`src/rtl/pc_fetch_pkg.sv`:
```
// Shared CPU constants for the fetch stage.
//   CPU_RESET_PC  : PC value loaded on reset
//   CPU_NOP_INSTR : instruction word injected into IF/ID on flush
//   fetch_state_t : redirect FSM encoding (IDLE = no pending target,
//                   PEND = deferred ID-stage target held)
package pc_fetch_pkg;

  localparam logic [31:0] CPU_RESET_PC  = 32'h0000_0000;
  localparam logic [31:0] CPU_NOP_INSTR = 32'h0000_0000;

  typedef enum logic {
    IDLE = 1'b0,
    PEND = 1'b1
  } fetch_state_t;

endpackage

```
`src/rtl/pc_fetch_sel.sv`:
```
// Combinational next-PC selection.
// Ports:
//   i_pc, i_pc_plus4          : current PC and PC+4
//   i_pc_br, i_pc_jr, i_pc_j  : branch / register / jump targets
//   i_pend_tgt                : deferred ID-stage target
//   i_br_taken, i_jr, i_jump  : redirect requests (priority br > jr > jump)
//   i_stall                   : hazard hold
//   i_state                   : redirect FSM state
//   o_next_pc                 : PC to load on the next edge
//   o_redirect                : 1 when o_next_pc is a taken redirect
module pc_sel
  import pc_fetch_pkg::*;
(
  input  logic [31:0]  i_pc,
  input  logic [31:0]  i_pc_plus4,
  input  logic [31:0]  i_pc_br,
  input  logic [31:0]  i_pc_jr,
  input  logic [31:0]  i_pc_j,
  input  logic [31:0]  i_pend_tgt,
  input  logic         i_br_taken,
  input  logic         i_jr,
  input  logic         i_jump,
  input  logic         i_stall,
  input  fetch_state_t i_state,
  output logic [31:0]  o_next_pc,
  output logic         o_redirect
);

  always_comb begin
    o_next_pc  = i_pc;
    o_redirect = 1'b0;
    if (i_br_taken) begin
      // EX-stage branch beats stall and any pending ID-stage target.
      o_next_pc  = i_pc_br;
      o_redirect = 1'b1;
    end else if (i_state == PEND) begin
      // While pending, new jr/jump are ignored; release on stall drop.
      if (!i_stall) begin
        o_next_pc  = i_pend_tgt;
        o_redirect = 1'b1;
      end
    end else if (!i_stall) begin
      if (i_jr) begin
        o_next_pc  = i_pc_jr;
        o_redirect = 1'b1;
      end else if (i_jump) begin
        o_next_pc  = i_pc_j;
        o_redirect = 1'b1;
      end else begin
        o_next_pc  = i_pc_plus4;
      end
    end
  end

endmodule

```
`src/rtl/pc_fetch.sv`:
```
// Instruction fetch stage: PC register, IF/ID pipeline register,
// deferred-redirect FSM and saturating redirect counter.
// Ports:
//   clk, rst          : clock, synchronous active-high reset
//   stall             : hazard hold of PC and IF/ID
//   br_taken, pc_br   : EX-stage taken branch and its target
//   jump, pc_j        : ID-stage J/JAL and its target
//   jr, pc_jr         : ID-stage JR/JALR and its target
//   imem_rdata        : combinational instruction memory data
//   imem_addr         : current PC
//   if_id_instr       : registered instruction
//   if_id_pc_plus     : registered PC+4 (target on flush)
//   if_id_valid       : 0 marks a bubble
//   flush_cnt         : saturating count of redirects since reset
module pc_fetch
  import pc_fetch_pkg::*;
#(
  parameter logic [31:0] RESET_PC  = CPU_RESET_PC,
  parameter logic [31:0] NOP_INSTR = CPU_NOP_INSTR
) (
  input  logic        clk,
  input  logic        rst,
  input  logic        stall,
  input  logic        br_taken,
  input  logic [31:0] pc_br,
  input  logic        jump,
  input  logic [31:0] pc_j,
  input  logic        jr,
  input  logic [31:0] pc_jr,
  input  logic [31:0] imem_rdata,
  output logic [31:0] imem_addr,
  output logic [31:0] if_id_instr,
  output logic [31:0] if_id_pc_plus,
  output logic        if_id_valid,
  output logic [15:0] flush_cnt
);

  fetch_state_t r_state;
  fetch_state_t w_state_nxt;
  logic [31:0]  r_pc;
  logic [31:0]  r_pend_tgt;
  logic [31:0]  r_instr;
  logic [31:0]  r_pc_plus;
  logic         r_valid;
  logic [15:0]  r_flush_cnt;

  logic [31:0]  w_pc_plus4;
  logic [31:0]  w_next_pc;
  logic         w_redirect;
  logic         w_capture;

  assign w_pc_plus4 = r_pc + 32'd4;

  pc_sel u_pc_sel (
    .i_pc       (r_pc),
    .i_pc_plus4 (w_pc_plus4),
    .i_pc_br    (pc_br),
    .i_pc_jr    (pc_jr),
    .i_pc_j     (pc_j),
    .i_pend_tgt (r_pend_tgt),
    .i_br_taken (br_taken),
    .i_jr       (jr),
    .i_jump     (jump),
    .i_stall    (stall),
    .i_state    (r_state),
    .o_next_pc  (w_next_pc),
    .o_redirect (w_redirect)
  );

  always_comb begin
    w_state_nxt = r_state;
    w_capture   = 1'b0;
    case (r_state)
      IDLE: begin
        if (!br_taken && stall && (jr || jump)) begin
          w_capture   = 1'b1;
          w_state_nxt = PEND;
        end
      end
      PEND: begin
        if (br_taken || !stall) w_state_nxt = IDLE;
      end
      default: w_state_nxt = IDLE;
    endcase
  end

  always_ff @(posedge clk) begin
    if (rst) begin
      r_state <= IDLE;
    end else begin
      r_state <= w_state_nxt;
    end
  end

  always_ff @(posedge clk) begin
    if (rst) begin
      r_pc        <= RESET_PC;
      r_pend_tgt  <= '0;
      r_instr     <= NOP_INSTR;
      r_pc_plus   <= RESET_PC;
      r_valid     <= 1'b0;
      r_flush_cnt <= '0;
    end else begin
      // pc_sel returns r_pc when holding, so PC loads unconditionally.
      r_pc <= w_next_pc;
      if (w_capture) r_pend_tgt <= jr ? pc_jr : pc_j;
      if (w_redirect) begin
        r_instr   <= NOP_INSTR;
        r_pc_plus <= w_next_pc;
        r_valid   <= 1'b0;
        if (r_flush_cnt != '1) r_flush_cnt <= r_flush_cnt + 16'd1;
      end else if (!stall) begin
        r_instr   <= imem_rdata;
        r_pc_plus <= w_pc_plus4;
        r_valid   <= 1'b1;
      end
    end
  end

  assign imem_addr     = r_pc;
  assign if_id_instr   = r_instr;
  assign if_id_pc_plus = r_pc_plus;
  assign if_id_valid   = r_valid;
  assign flush_cnt     = r_flush_cnt;

endmodule

```
`config.mk`:
```
export PLATFORM = sky130hd
export DESIGN_NAME = pc_fetch
export DESIGN_NICKNAME = d
export VERILOG_FILES = /design/src/rtl/pc_fetch_pkg.sv /design/src/rtl/pc_fetch_sel.sv /design/src/rtl/pc_fetch.sv
export SDC_FILE = /design/constraint.sdc
export NUM_CORES = 1
export LEC_CHECK = 0
export CORE_MARGIN = 10
export CORE_UTILIZATION = 40
export DETAILED_ROUTE_END_ITERATION = 10
export PLACE_DENSITY = 0.71
export SYNTH_ARGS = -nofsm -noshare
export SYNTH_HDL_FRONTEND = slang
export SYNTH_SLANG_ARGS = --single-unit
```
`constraint.sdc`:
```
create_clock -name clk -period 2.8 [get_ports clk]
set_clock_uncertainty 0.15 [all_clocks]
set_input_delay 0.28 -clock clk [delete_from_list [all_inputs] [get_ports clk]]
set_output_delay 0.28 -clock clk [all_outputs]
set_load 0.02 [all_outputs]
```
* Word-level counts from Yosys, hierarchy flattened
Cells that the tools add are included.
Cells by class: add/subtract/negate cells 2, equal/unequal tests 2, muxes and demuxes 19, bitwise logic cells 1, reductions and logical operators 8
Operators with widths (number):
- $mux W32 | 9
- $add A32 B3 Y32 const B | 1
- $add A16 B1 Y16 const B | 1
- $ne A16 B16 Y1 const B | 1
- $mux W1 | 9
- $logic_and A1 B1 Y1 | 2
- $logic_not A1 Y1 | 2
- $logic_or A1 B1 Y1 | 2
- $ne A2 B1 Y1 const B | 1
- $pmux W1 S2 | 1
- $reduce_and A2 Y1 | 1
- $reduce_or A2 Y1 | 1
- $not A1 Y1 | 1
Storage, ports and cells: flip-flop bits (word level) 146, input port bits 134, output and inout port bits 113, word-level logic and storage cells 39

* Depth between registers and ports, before layout
depth after elaboration 7, mapped depth 9

* By module
Synthesis repeated with hierarchy kept, for this count alone.
Unflattened totals: cells, all modules 916, area, all modules 8279.2 um^2
By module, submodules not included:
- pc_fetch | instances 1, cells each 689, area each 6452.4 um^2, sequential area each 2922.8 um^2
- pc_sel | instances 1, cells each 227, area each 1826.8 um^2, sequential area each 0.0 um^2

* Worst setup path before layout
No wires, ideal clock.
path kind register to register, from register r_pc[4] (netlist: imem_addr[4]), to register r_pc_plus[23] (netlist: if_id_pc_plus[23]), setup time 0.131 ns, arrival 2.066 ns, data required time 2.519 ns, slack 0.453 ns, stages on the path, launching flop included 8, path buffers 1, clock period less this slack 2.347 ns, path through dfxtp_1 > buf_2 > nand3_1 > or4_1 > nor2_1 > xor2_1 > a2111oi_0 > nor3_1
Between the ends: cells in the longest elaborated chain, start to end 7, elaborated cells on any way between the ends 8
RTL lines:
- start, declared | line pc_fetch.sv:40 | logic [31:0] r_pc;
- start signal, assigned | line pc_fetch.sv:105 | r_pc <= w_next_pc;
- $add A32 B3 Y32 (*) | line pc_fetch.sv:52 | assign w_pc_plus4 = r_pc + 32'd4;
- $mux W32 | line pc_fetch_sel.sv:46 | end else if (i_jump) begin
- $mux W32 | line pc_fetch_sel.sv:43 | if (i_jr) begin
- $mux W32 | line pc_fetch_sel.sv:42 | end else if (!i_stall) begin
- $mux W32 | line pc_fetch_sel.sv:36 | end else if (i_state == PEND) begin
- $mux W32 | line pc_fetch_sel.sv:32 | if (i_br_taken) begin
- $mux W32 (*) | line pc_fetch.sv:107 | if (w_redirect) begin
- end signal, assigned | line pc_fetch.sv:109 | r_pc_plus <= w_next_pc;
- end signal, assigned | line pc_fetch.sv:114 | r_pc_plus <= w_pc_plus4;
- end, declared | line pc_fetch.sv:43 | logic [31:0] r_pc_plus;
Every way passes the cells marked *; elsewhere a longest branch is shown, timed or not. The select of a mux whose other input is x is not followed. A chain may end at the register's enable or synchronous reset.

* Final worst setup path
from register r_pc[6] (netlist: imem_addr[6]), to register r_pc_plus[23] (netlist: if_id_pc_plus[23])
Same word-level chain as after synthesis.

==> impl_results.md <==
* Num ports at 247
* CP endpoint kind: register
* First-pass GRT wire length at 45.4 mm
* DRT iter0 DRCs at 782
* CTS Hold Bufs at 0
* Tot Pwr at 6.02 mW
* Drt total wl at 29.5 mm
* Total number of H-tree levels at 4
* WL/cell at 21.1 um
* Tmin final at 2.59 ns
* PD cells at 545 mW/mm^2
* FF+latch count, synth at 146
* Synthesized area per cell at 8.28 sq um
* Leak at 4.16 nW
* Vias in the first global route at 8,015
* Worst Path Max Fanout at 6
* Clk buf depth at 2
* Fmax at 0.387 GHz
* Yosys cell types at 61
* Total global routing overflow at 0
* Netlist Area Pre-Place at 0.00756 sq mm
* Initial cell density of the core at 0.406
* Tot GR Track Use at 0.233
* Setup TNS at 0 ns
* CTS buffer count at 17
* Die Area at 0.0248 sq mm
* Final hold viol count at 0
* Crit path kind: register to register
* Hold Crit Class: input port to register
* Largest net degree at the start of global routing at 65
* Share of synthesized registers carrying an async set or reset at 0
* CORE AREA at 0.0186 sq mm
* Clock root cell: clkbuf_16
* Placer's final routability congestion estimate at 0.942
* Clock transition at the registers of the reported paths at 0.06 ns
* Max Cap Viol at 0
* TritonCTS clock tree: yes
* DR vias at 8,209
* DR pass1 iterations at 5
* Number of flops mapped to enable cells by yosys at 0
* Most used DFF post-synth: dfxtp_1
* Synth-to-Final Area Change at 46.0%
* Antenna Cells at 0
* RSZ-0062 raised after global routing: false
* Syn Nets at 1,049
* Layout cell share with drive strength beyond 1 at 0.0830
* Register area share after synthesis at 0.386
* Row count at 50
* Post-CTS Setup Bufs at 0
* Cell count after synthesis at 913
* Fin nets at 1,291
* Max_slew headroom at 0.591
* Worst-Skew Late Latency at 0.42 ns
* Drc violations at 0
* Worst EP required at 2.95 ns
* Slew Viols, Final at 0
* Status: complete, no violations
* Die Width at 157 um
* Drt via density at 5.86
* Slew @ Worst Pin at 0.611 ns
* Yosys synthesis warning count at 0
* Initial antenna violation count at 0
* Share of the clock period used by the worst path at 0.923
* Max VDD drop at 0.402 mV
* Clk sinks at 146
* Die H at 157 um
* CTS resizes at 0
* I/O Buffers at 246
* # setup viols final at 0
* Startpoint types: register
* Crit path DAT at 2.74 ns
* Final ANT Viol Nets at 0
* Final HPWL DP at 22.3 mm
[kinds of logic after synthesis]
logic type / share of synthesized area
adder cells (fa/ha/maj): 0.00331
XOR/XNOR: 0.0463
AND/OR/NAND/NOR: 0.198
AO/OA/AOI/OAI: 0.234
multiplexers: 0.0875
flip-flops: 0.386
buffers and inverters: 0.0442
[layout by cell type (no fill, tap or decap), types with 5 or more instances in the layout]
cell type / count
or3_1: 8
o21a_1: 12
mux2i_1: 65
o221ai_1: 11
inv_1: 11
nand2_1: 60
xnor2_1: 23
nor2_1: 148
and4_1: 11
a22oi_1: 8
a221oi_1: 18
nand3_1: 28
o22ai_1: 9
o21ai_0: 45
a221o_1: 7
o221a_2: 6
a311oi_1: 9
nor3_1: 29
a31oi_1: 5
nand4_1: 6
buf_4: 45
a211oi_1: 40
dfxtp_1: 146
xor2_1: 17
clkbuf_16: 17
clkdlybuf4s50_1: 242
and3_1: 9
o31ai_1: 9
a21oi_1: 41
[final timing paths]
kind / startpoint / endpoint / slack [ns] / cells after the start
worst min-delay path: jr / r_pend_tgt[18] / 0.22 / 3
worst min register to register: if_id_valid / if_id_valid / 0.29 / 2
worst max register to register: imem_addr[6] / if_id_pc_plus[23] / 0.21 / 6
worst max-delay path: imem_addr[6] / if_id_pc_plus[23] / 0.21 / 6
[registers in the layout, summed over array words and instances, names as in the netlist]
| signal | flops |
|---|---|
| flush_cnt | 16 |
| imem_addr | 32 |
| if_id_valid | 1 |
| if_id_instr | 32 |
| r_state | 1 |
| if_id_pc_plus | 32 |
| r_pend_tgt | 32 |
[cells in the mapped netlist, types with 4 or more instances]
cell | count | area [sq um]
a2111oi_0 | 4 | 35.0
a211oi_1 | 40 | 300
a21o_1 | 4 | 30.0
a21oi_1 | 41 | 205
a221o_1 | 7 | 70.1
a221oi_1 | 18 | 158
a22oi_1 | 8 | 60.1
a311oi_1 | 9 | 78.8
a31oi_1 | 5 | 31.3
and3_1 | 9 | 56.3
and4_1 | 11 | 96.3
buf_1 | 9 | 33.8
buf_2 | 15 | 75.1
clkbuf_1 | 45 | 169
clkinv_1 | 4 | 15.0
dfxtp_1 | 146 | 2920
inv_1 | 11 | 41.3
mux2i_1 | 65 | 651
nand2_1 | 60 | 225
nand3_1 | 28 | 140
nand4_1 | 6 | 37.5
nor2_1 | 148 | 556
nor3_1 | 30 | 150
nor4_1 | 4 | 25.0
o211ai_1 | 4 | 30.0
o21a_1 | 12 | 90.1
o21ai_0 | 45 | 225
o221a_2 | 6 | 67.6
o221ai_1 | 11 | 96.3
o22ai_1 | 9 | 56.3
o31ai_1 | 9 | 67.6
or3_1 | 8 | 50.1
xnor2_1 | 23 | 201
xor2_1 | 17 | 149
[cell type report]
class	instances	area [sq um]
Timing Repair Buffer	292	2820
Sequential cell	146	2920
Fill cell	1660	7600
Clock inverter	11	176
Inverter	15	56.3
Multi-Input combinational cell	683	4310
Tap cell	234	293
Clock buffer	21	470
[critical path: stages, from the launching register on]
cell and delay [ns]:
dfxtp_1 0.48, nand3_1 0.26, or4_1 0.65, nor2_1 0.31, xor2_1 0.11, a2111oi_0 0.42, nor3_1 0.09
[per-layer routing]
layer	track usage	routed length, um	up-vias
met3	0.0811	3300	54
met4	0.0873	960	0
met2	0.374	13700	415
li1	-	-	3864
met5	0	0	-
met1	0.281	11600	3876
[through the flow]
step                      hold slack, ns  setup slack [ns]  utilization  std cells  cell area [sq um]
final                              0.222             0.215        0.592       1402              11000
after floorplan                    0.274             0.453            -        913               7560
after global placement             0.283             0.288        0.558       1370              10400
after global routing               0.201            0.0246        0.592       1402              11000
after detailed placement           0.288             0.321        0.558       1370              10400
after CTS                          0.195             0.298        0.592       1402              11000
[where the power goes]
part           total, mW  internal [mW]  switching (mW)
clock               2.49           1.57           0.923
combinational       1.21          0.580           0.629
sequential          2.32           2.20           0.115
No activity file was read; power rests on OpenSTA's default activity.
